--- config.mk ---
export PLATFORM = sky130hd
export DESIGN_NAME = hart_sequencer
export DESIGN_NICKNAME = d
export VERILOG_FILES = /design/src/rtl/hart_sequencer.sv
export SDC_FILE = /design/constraint.sdc
export NUM_CORES = 1
export LEC_CHECK = 0
export BUFFER_PORTS_ARGS = -buffer_cell sky130_fd_sc_hd__buf_2
export CORE_MARGIN = 2
export CORE_UTILIZATION = 40
export DETAILED_ROUTE_END_ITERATION = 7
export GPL_TIMING_DRIVEN = 0
export PLACE_DENSITY = 0.7
export SYNTH_ARGS = -nofsm -noshare
export SYNTH_HDL_FRONTEND = slang
export SYNTH_SLANG_ARGS = --single-unit
--- constraint.sdc ---
create_clock -name clk -period 4.41 [get_ports clk]
set_input_delay 0 -clock clk [delete_from_list [all_inputs] [get_ports clk]]
set_output_delay 0 -clock clk [all_outputs]
set_load 0.05 [all_outputs]
--- src/rtl/hart_sequencer.sv ---
// Multi-cycle control sequencer for an RV32I hart: fetch, decode, execute, memory, writeback.
// Owns PC, instruction register, register-file write strobe, writeback select and retire/halt status.
module hart_sequencer #(
    parameter int unsigned    XLEN     = 32,
    parameter int unsigned    ILEN     = 32,
    parameter logic [XLEN-1:0] RESET_PC = '0
) (
    input  logic            clk,
    input  logic            reset_n,
    output logic            imem_req_valid,
    output logic [XLEN-1:0] imem_req_addr,
    input  logic            imem_req_ready,
    input  logic            imem_resp_valid,
    input  logic [ILEN-1:0] imem_resp_data,
    output logic [ILEN-1:0] instr_bits,
    input  logic [6:0]      opcode,
    input  logic            branch_taken,
    input  logic [XLEN-1:0] target_pc,
    output logic            dmem_req_valid,
    output logic            dmem_req_we,
    input  logic            dmem_req_ready,
    input  logic            dmem_resp_valid,
    output logic            rf_we,
    output logic [1:0]      wb_sel,
    output logic [XLEN-1:0] pc,
    output logic            retire,
    output logic            halted
);

    localparam logic [2:0] FETCH_REQ  = 3'd0;
    localparam logic [2:0] FETCH_WAIT = 3'd1;
    localparam logic [2:0] DECODE     = 3'd2;
    localparam logic [2:0] EXECUTE    = 3'd3;
    localparam logic [2:0] MEM_REQ    = 3'd4;
    localparam logic [2:0] MEM_WAIT   = 3'd5;
    localparam logic [2:0] WRITEBACK  = 3'd6;
    localparam logic [2:0] HALT       = 3'd7;

    localparam logic [6:0] OPC_LOAD     = 7'b0000011;
    localparam logic [6:0] OPC_STORE    = 7'b0100011;
    localparam logic [6:0] OPC_OP_IMM   = 7'b0010011;
    localparam logic [6:0] OPC_OP       = 7'b0110011;
    localparam logic [6:0] OPC_LUI      = 7'b0110111;
    localparam logic [6:0] OPC_AUIPC    = 7'b0010111;
    localparam logic [6:0] OPC_JAL      = 7'b1101111;
    localparam logic [6:0] OPC_JALR     = 7'b1100111;
    localparam logic [6:0] OPC_BRANCH   = 7'b1100011;
    localparam logic [6:0] OPC_MISC_MEM = 7'b0001111;

    localparam logic [1:0] WB_ALU = 2'd0;
    localparam logic [1:0] WB_MEM = 2'd1;
    localparam logic [1:0] WB_PC4 = 2'd2;

    logic [2:0]      state_q, state_d;
    logic [XLEN-1:0] pc_q, pc_d;
    logic [ILEN-1:0] instr_q, instr_d;
    logic            halted_q, halted_d;

    logic [XLEN-1:0] pc_plus4;
    logic [XLEN-1:0] next_pc;
    logic            next_pc_misaligned;

    // Next-PC selection; only consumed in WRITEBACK.
    always_comb begin
        pc_plus4 = pc_q + XLEN'(4);
        next_pc  = pc_plus4;
        case (opcode)
            OPC_JAL:    next_pc = target_pc;
            OPC_JALR:   next_pc = {target_pc[XLEN-1:1], 1'b0};
            OPC_BRANCH: next_pc = branch_taken ? target_pc : pc_plus4;
            default:    next_pc = pc_plus4;
        endcase
        next_pc_misaligned = |next_pc[1:0];
    end

    // Next-state and output decode.
    always_comb begin
        state_d        = state_q;
        pc_d           = pc_q;
        instr_d        = instr_q;
        halted_d       = halted_q;
        imem_req_valid = 1'b0;
        dmem_req_valid = 1'b0;
        dmem_req_we    = 1'b0;
        rf_we          = 1'b0;
        wb_sel         = WB_ALU;
        retire         = 1'b0;

        case (state_q)
            FETCH_REQ: begin
                imem_req_valid = 1'b1;
                if (imem_req_ready) state_d = FETCH_WAIT;
            end
            FETCH_WAIT: begin
                if (imem_resp_valid) begin
                    instr_d = imem_resp_data;
                    state_d = DECODE;
                end
            end
            DECODE: state_d = EXECUTE;
            EXECUTE: begin
                case (opcode)
                    OPC_LOAD, OPC_STORE: state_d = MEM_REQ;
                    OPC_OP_IMM, OPC_OP, OPC_LUI, OPC_AUIPC,
                    OPC_JAL, OPC_JALR, OPC_BRANCH, OPC_MISC_MEM: state_d = WRITEBACK;
                    default: begin
                        state_d  = HALT;
                        halted_d = 1'b1;
                    end
                endcase
            end
            MEM_REQ: begin
                dmem_req_valid = 1'b1;
                dmem_req_we    = (opcode == OPC_STORE);
                if (dmem_req_ready) state_d = MEM_WAIT;
            end
            MEM_WAIT: begin
                if (dmem_resp_valid) state_d = WRITEBACK;
            end
            WRITEBACK: begin
                case (opcode)
                    OPC_LOAD:           wb_sel = WB_MEM;
                    OPC_JAL, OPC_JALR:  wb_sel = WB_PC4;
                    default:            wb_sel = WB_ALU;
                endcase
                // A misaligned target halts without committing anything.
                if (next_pc_misaligned) begin
                    state_d  = HALT;
                    halted_d = 1'b1;
                end else begin
                    rf_we   = !(opcode == OPC_STORE || opcode == OPC_BRANCH ||
                                opcode == OPC_MISC_MEM);
                    retire  = 1'b1;
                    pc_d    = next_pc;
                    state_d = FETCH_REQ;
                end
            end
            HALT: state_d = HALT;
            default: state_d = HALT;
        endcase

        // Strobes stay quiet for the whole reset assertion.
        if (!reset_n) begin
            imem_req_valid = 1'b0;
            dmem_req_valid = 1'b0;
            dmem_req_we    = 1'b0;
            rf_we          = 1'b0;
            wb_sel         = WB_ALU;
            retire         = 1'b0;
        end
    end

    always_ff @(posedge clk) begin
        if (!reset_n) begin
            state_q  <= FETCH_REQ;
            pc_q     <= RESET_PC;
            instr_q  <= '0;
            halted_q <= 1'b0;
        end else begin
            state_q  <= state_d;
            pc_q     <= pc_d;
            instr_q  <= instr_d;
            halted_q <= halted_d;
        end
    end

    assign imem_req_addr = pc_q;
    assign pc            = pc_q;
    assign instr_bits    = instr_q;
    assign halted        = halted_q;

endmodule

Word level (Yosys, flattened, before mapping)
Cells that the tools add are included.

Flip-flop bits (word level): 68. Logic and storage cells: 70.

Multiplexer cells: 27. Bitwise gates (word level): 1. Equality and inequality tests: 23. Reduce and logical (&&, ||, !) cells: 14. Add/subtract/negate cells: 1.

Operators with widths (count): 32-bit one-hot mux with 3 select lines (1); 32-bit by 3-bit adder with 32-bit output, second input constant (1); 32-bit 2-to-1 mux (1); 3-bit one-hot mux with 8 select lines (1); 7-bit by 6-bit equality test with 1-bit output, second input constant (3); 7-bit equality test, second input constant (3); 3-bit 2-to-1 mux (5); 7-bit by 5-bit equality test with 1-bit output, second input constant (2); 1-bit 2-to-1 mux (14); 3-bit equality test, second input constant (4); 2-bit inequality test, second input constant (6); 10-bit OR reduction (1); 2-bit one-hot mux with 2 select lines (2); 8-bit OR reduction (1); 7-bit by 2-bit equality test with 1-bit output, second input constant (1); 7-bit by 4-bit equality test with 1-bit output, second input constant (1); 3-bit by 2-bit equality test with 1-bit output, second input constant (2); 2-bit OR reduction (3); 2-bit 2-to-1 mux (2); 2-bit AND reduction (2); 4-bit AND reduction (1); 3-bit by 1-bit equality test with 1-bit output, second input constant (1); 3-bit zero test (1); 3-bit AND reduction (1); other kinds (5) (6).

Longest topological paths before layout
Word-level depth: 7. Mapped depth: 8. Mapped depth without buffers: 6.

Worst setup path before layout
Ideal clock, no wire load.

Path type: register to output. Start point: register state_q[2]. End point: output wb_sel[1]. Path buffers: 1. Path slack: 1.971 ns. Required time: 4.410 ns. Stages on the path, launching flop included: 6. Data arrival time: 2.439 ns. Path through: dfxtp_1 -> buf_2 -> nor2b_1 -> and2_1 -> nand2_1 -> nor4_1.

Longest elaborated chain between the ends: 3.

RTL lines: start: declaration (line 54) `logic [2:0] state_q, state_d;`; start signal: assignment (line 160) `state_q <= state_d;`; 3-bit equality test (line 89) `case (state_q)`; 2-bit 2-to-1 mux (line 89); 2-bit 2-to-1 mux (line 143) `if (!reset_n) begin`; end: declaration (line 24) `output logic [1:0] wb_sel,`.

No other way between the ends.

Final worst setup path
Start point: register pc_q[2], in the netlist imem_req_addr[2]. End point: register pc_q[16], in the netlist imem_req_addr[16].

Longest elaborated chain between the ends: 3.

RTL lines: start: declaration (line 55) `logic [XLEN-1:0] pc_q, pc_d;`; start signal: assignment (line 161) `pc_q <= pc_d;`; 32-bit by 3-bit adder with 32-bit output (*) (line 65) `pc_plus4 = pc_q + XLEN'(4);`; 32-bit 2-to-1 mux (line 70) `OPC_BRANCH: next_pc = branch_taken ? target_pc : pc_plus4;`; 32-bit one-hot mux with 3 select lines (*) (line 67) `case (opcode)`.

Every way passes the cells marked *; elsewhere a longest branch is shown, timed or not. A chain may end at the register's enable or synchronous reset.

==> key figures <==
Run status
  – Run status: finished clean

GRT
  – Global-route usage over all layers: 0.267
  – Largest net degree at the start of global routing: 14
  – Total overflow reported by the global router: 0
  – Via count of the first global-routing pass: 4922
  – First-pass GRT wire length: 23800 um
  – Initial antenna violation count: 0

Floorplanning
  – Cell Rows: 36
  – Count of pins on the block boundary: 182
  – Chip Height: 104 um
  – Std-Cell Core Area: 0.00977 mm2
  – Die ar.: 0.0108 mm2
  – Floorplan die width: 104 um
  – Initial cell density of the core: 0.410

Logic synthesis
  – Dominant register cell in the synthesized netlist: sky130_fd_sc_hd__dfxtp_1
  – Net count after synthesis: 603
  – Count of flip-flops with a built-in enable after synthesis: 0
  – Number of unique standard cell types used by synthesis: 55
  – Post-Synthesis Cells: 524
  – Number of warning messages in the yosys log: 0
  – Area leader, netlist: sky130_fd_sc_hd__dfxtp_1
  – Avg Synthesized Cell Area: 7.65 um2
  – Post-synthesis instance area: 0.00401 mm2
  – Part of the Yosys area used for sequential elements: 0.339
  – Ranking of synthesized cells by area: sky130_fd_sc_hd__dfxtp_1 34%, sky130_fd_sc_hd__nand2_1 9.7%, sky130_fd_sc_hd__a21oi_1 6.6%
  – Area fraction of the dominant cell type after synthesis: 0.339
  – Total of flip-flops plus latches after synthesis: 68
  – Share of async-settable or async-resettable flops after synthesis: 0

CTS
  – Postcts setup bufs: 0
  – Sink count of the clock tree: 68
  – Depth of the CTS H-tree: 3
  – Cts-stage hold buffer count: 43
  – CTS Root Buffer Type: sky130_fd_sc_hd__clkbuf_8
  – Number of clock buffers inserted by TritonCTS: 9
  – Clock-pin slew reported for the worst setup and hold paths after clock tree synthesis: 80 ps
  – CTS tree: built
  – Post-cts sizing count: 0
  – Longest Clk Path Bufs: 2
  – Clock latency on the worst-skew pair: 360 ps

Worst setup path
  – Dominant delay contributor by cell family on the critical path: simple AND/OR/NAND/NOR gates
  – Data required time at the worst endpoint: 4630 ps
  – Start of the worst register-to-register path: imem_req_addr[2]
  – Startpoint type of the worst setup path: register
  – Largest stage delay, worst path: 750 ps
  – Data arrival time of the critical path: 2570 ps
  – Class of the most critical setup path: register to register
  – Critical-path top delay cell: sky130_fd_sc_hd__nor4_1
  – Setup crit end kind: register
  – CP Max Fanout: 8
  – Ordered list of cells on the worst path: ha_1 > nand3_1 > nor4_1 > a21oi_1 > o311ai_1 > o31ai_1
  – Number of buffers and inverters on the critical path: 0
  – Crit. Startpoint: imem_req_addr[2]

Timing
  – Final Max Slew Viols: 0
  – Transition time at the pin with the least slew margin: 882 ps
  – Maximum clock skew at final layout: 6.36 ps
  – Final Hold Fails: 0
  – Remaining max-slew budget at the tightest pin: 0.410
  – Unrepaired setup endpoints after global routing: false
  – Final worst-path cycle share: 0.532
  – Number of endpoints failing setup at the final stage: 0
  – TNS Setup: 0 ps
  – Achievable frequency: 0.426 GHz
  – Final critical delay including setup and external delays: 2350 ps

Job
  – Max-cap violations: 0

Detailed routing
  – Detailed Route Iter0 Violations: 487
  – # DRC: 0
  – Post-Route WL: 15000 um
  – Routed wire length per instance: 16.8 um
  – Detailed-route via count: 5065
  – Vias per inst: 5.66
  – 1st-pass router iterations: 5
  – Remaining antenna violation count after routing: 0

Finish
  – Proportion of layout cells with a drive suffix above 1: 0.337
  – Antenna diode count: 0
  – Final nets: 836
  – Utilization of the core after routing: 0.586
  – Layout Area Growth over Synthesis: 42.8%
  – Final standard cell area without fillers: 0.00573 mm2

Placed design
  – IO buf count: 179
  – Placed instance area: 0.00507 mm2
  – Dpl hpwl: 10500 um
  – Weighted congestion reported at the end of routability-driven placement: 0.980

Hold path
  – Startpoint of the worst hold path: target_pc[30]
  – Classification of the worst-slack hold path: input port to register

Pwr
  – Power density of the placed cells: 267 mW/mm2
  – Maximum resistive drop on vdd: 0.203 mV
  – Cell leakage power: 2.53 nW
[cell families (layout without fill, tap and decap cells)]
group / count (synthesis) / after routing / share of synthesized area
adders and majority gates: 1 / 1 / 0.00312
DFF: 68 / 68 / 0.339
muxes: 2 / 2 / 0.00499
and+or+nand+nor: 219 / 219 / 0.271
AOI/OAI and AO/OA: 159 / 159 / 0.276
buffers and inverters: 75 / 313 / 0.105
[power by group]
| group | total, W | switching (W) | internal [W] | leakage (nW) |
|---|---|---|---|---|
| Combinational | 0.000280 | 0.000182 | 0.0000985 | 1.87 |
| Clock | 0.000599 | 0.000278 | 0.000321 | 0.102 |
| Sequential | 0.000650 | 0.0000141 | 0.000636 | 0.550 |
| Total | 0.00153 | 0.000473 | 0.00106 | 2.53 |
[cells in the final DEF (no fill, tap or decap), types with 4 or more instances in the layout]
cell type,n
sky130_fd_sc_hd__o21ai_0,11
sky130_fd_sc_hd__nand4_1,8
sky130_fd_sc_hd__clkbuf_1,22
sky130_fd_sc_hd__a21oi_1,53
sky130_fd_sc_hd__nor3_1,14
sky130_fd_sc_hd__inv_1,4
sky130_fd_sc_hd__buf_4,33
sky130_fd_sc_hd__dfxtp_1,68
sky130_fd_sc_hd__nor4_1,10
sky130_fd_sc_hd__nor2b_1,4
sky130_fd_sc_hd__nand3_1,10
sky130_fd_sc_hd__nand2_1,104
sky130_fd_sc_hd__o211ai_1,4
sky130_fd_sc_hd__buf_2,192
sky130_fd_sc_hd__nor2_1,20
sky130_fd_sc_hd__o31ai_1,16
sky130_fd_sc_hd__o32ai_1,7
sky130_fd_sc_hd__a31oi_1,6
sky130_fd_sc_hd__clkbuf_8,9
sky130_fd_sc_hd__and4_1,6
sky130_fd_sc_hd__dlygate4sd3_1,43
sky130_fd_sc_hd__a211oi_1,7
sky130_fd_sc_hd__o31a_1,12
sky130_fd_sc_hd__and3_1,14
sky130_fd_sc_hd__a31o_2,4
sky130_fd_sc_hd__o311ai_1,12
sky130_fd_sc_hd__and2_1,12
[stage by stage]
stage / hold slack, ps / cells / setup slack (ps) / total power (W)
2_1_floorplan: 136 / 524 / 1970 / 0.000821
3_3_place_gp: 240 / 836 / 2170 / 0.000904
3_5_place_dp: 246 / 836 / 2150 / 0.000909
4_1_cts: 3.22 / 895 / 2130 / 0.00152
5_1_grt: 19.6 / 895 / 1790 / 0.00158
6_report: 9.72 / 895 / 2060 / 0.00153
[layout make-up]
cell class | count | area (um2)
fillers | 899 | 4050
multi-input cells | 381 | 2230
flip-flops and latches | 68 | 1360
repair buffers | 222 | 1330
plain buffers | 70 | 404
well taps | 133 | 166
clock buffers | 9 | 124
clock inverters | 7 | 100
inverters | 5 | 18.8
[layer usage]
layer / track usage / wire length, um / up-vias
li1: - / - / 2385
met1: 0.314 / 5970 / 2354
met2: 0.469 / 7200 / 290
met3: 0.0664 / 1480 / 36
met4: 0.0927 / 361 / 0
met5: 0 / 0 / -
[registers in the layout, summed over array words and instances (netlist names)]
signal and count:
imem_req_addr 32, instr_bits 32, state_q 3, halted 1
[worst register-to-register path: stages, from the launching register on]
cell and delay (ps):
sky130_fd_sc_hd__dfxtp_1 500, sky130_fd_sc_hd__ha_1 260, sky130_fd_sc_hd__nand3_1 190, sky130_fd_sc_hd__nor4_1 750, sky130_fd_sc_hd__a21oi_1 160, sky130_fd_sc_hd__o311ai_1 250, sky130_fd_sc_hd__o31ai_1 110
[worst paths after layout]
path | cells past startpoint | end | slack (ps)
setup / recovery | 6 | imem_req_addr[16] | 2060
hold reg to reg | 2 | instr_bits[29] | 460
hold / removal | 3 | imem_req_addr[30] | 10
setup reg to reg | 6 | imem_req_addr[16] | 2060
[cell usage after synthesis, drive strengths merged (7+ instances only)]
cell type,n
a211oi,7
a21oi,53
and2,12
and3,14
buf,47
clkbuf,23
dfxtp,68
nand2,106
nand3,10
nand4,9
nor2,21
nor3,14
nor4,11
o21ai,14
o311ai,12
o31a,12
o31ai,16
o32ai,7
No activity file was read; power rests on OpenSTA's default activity.
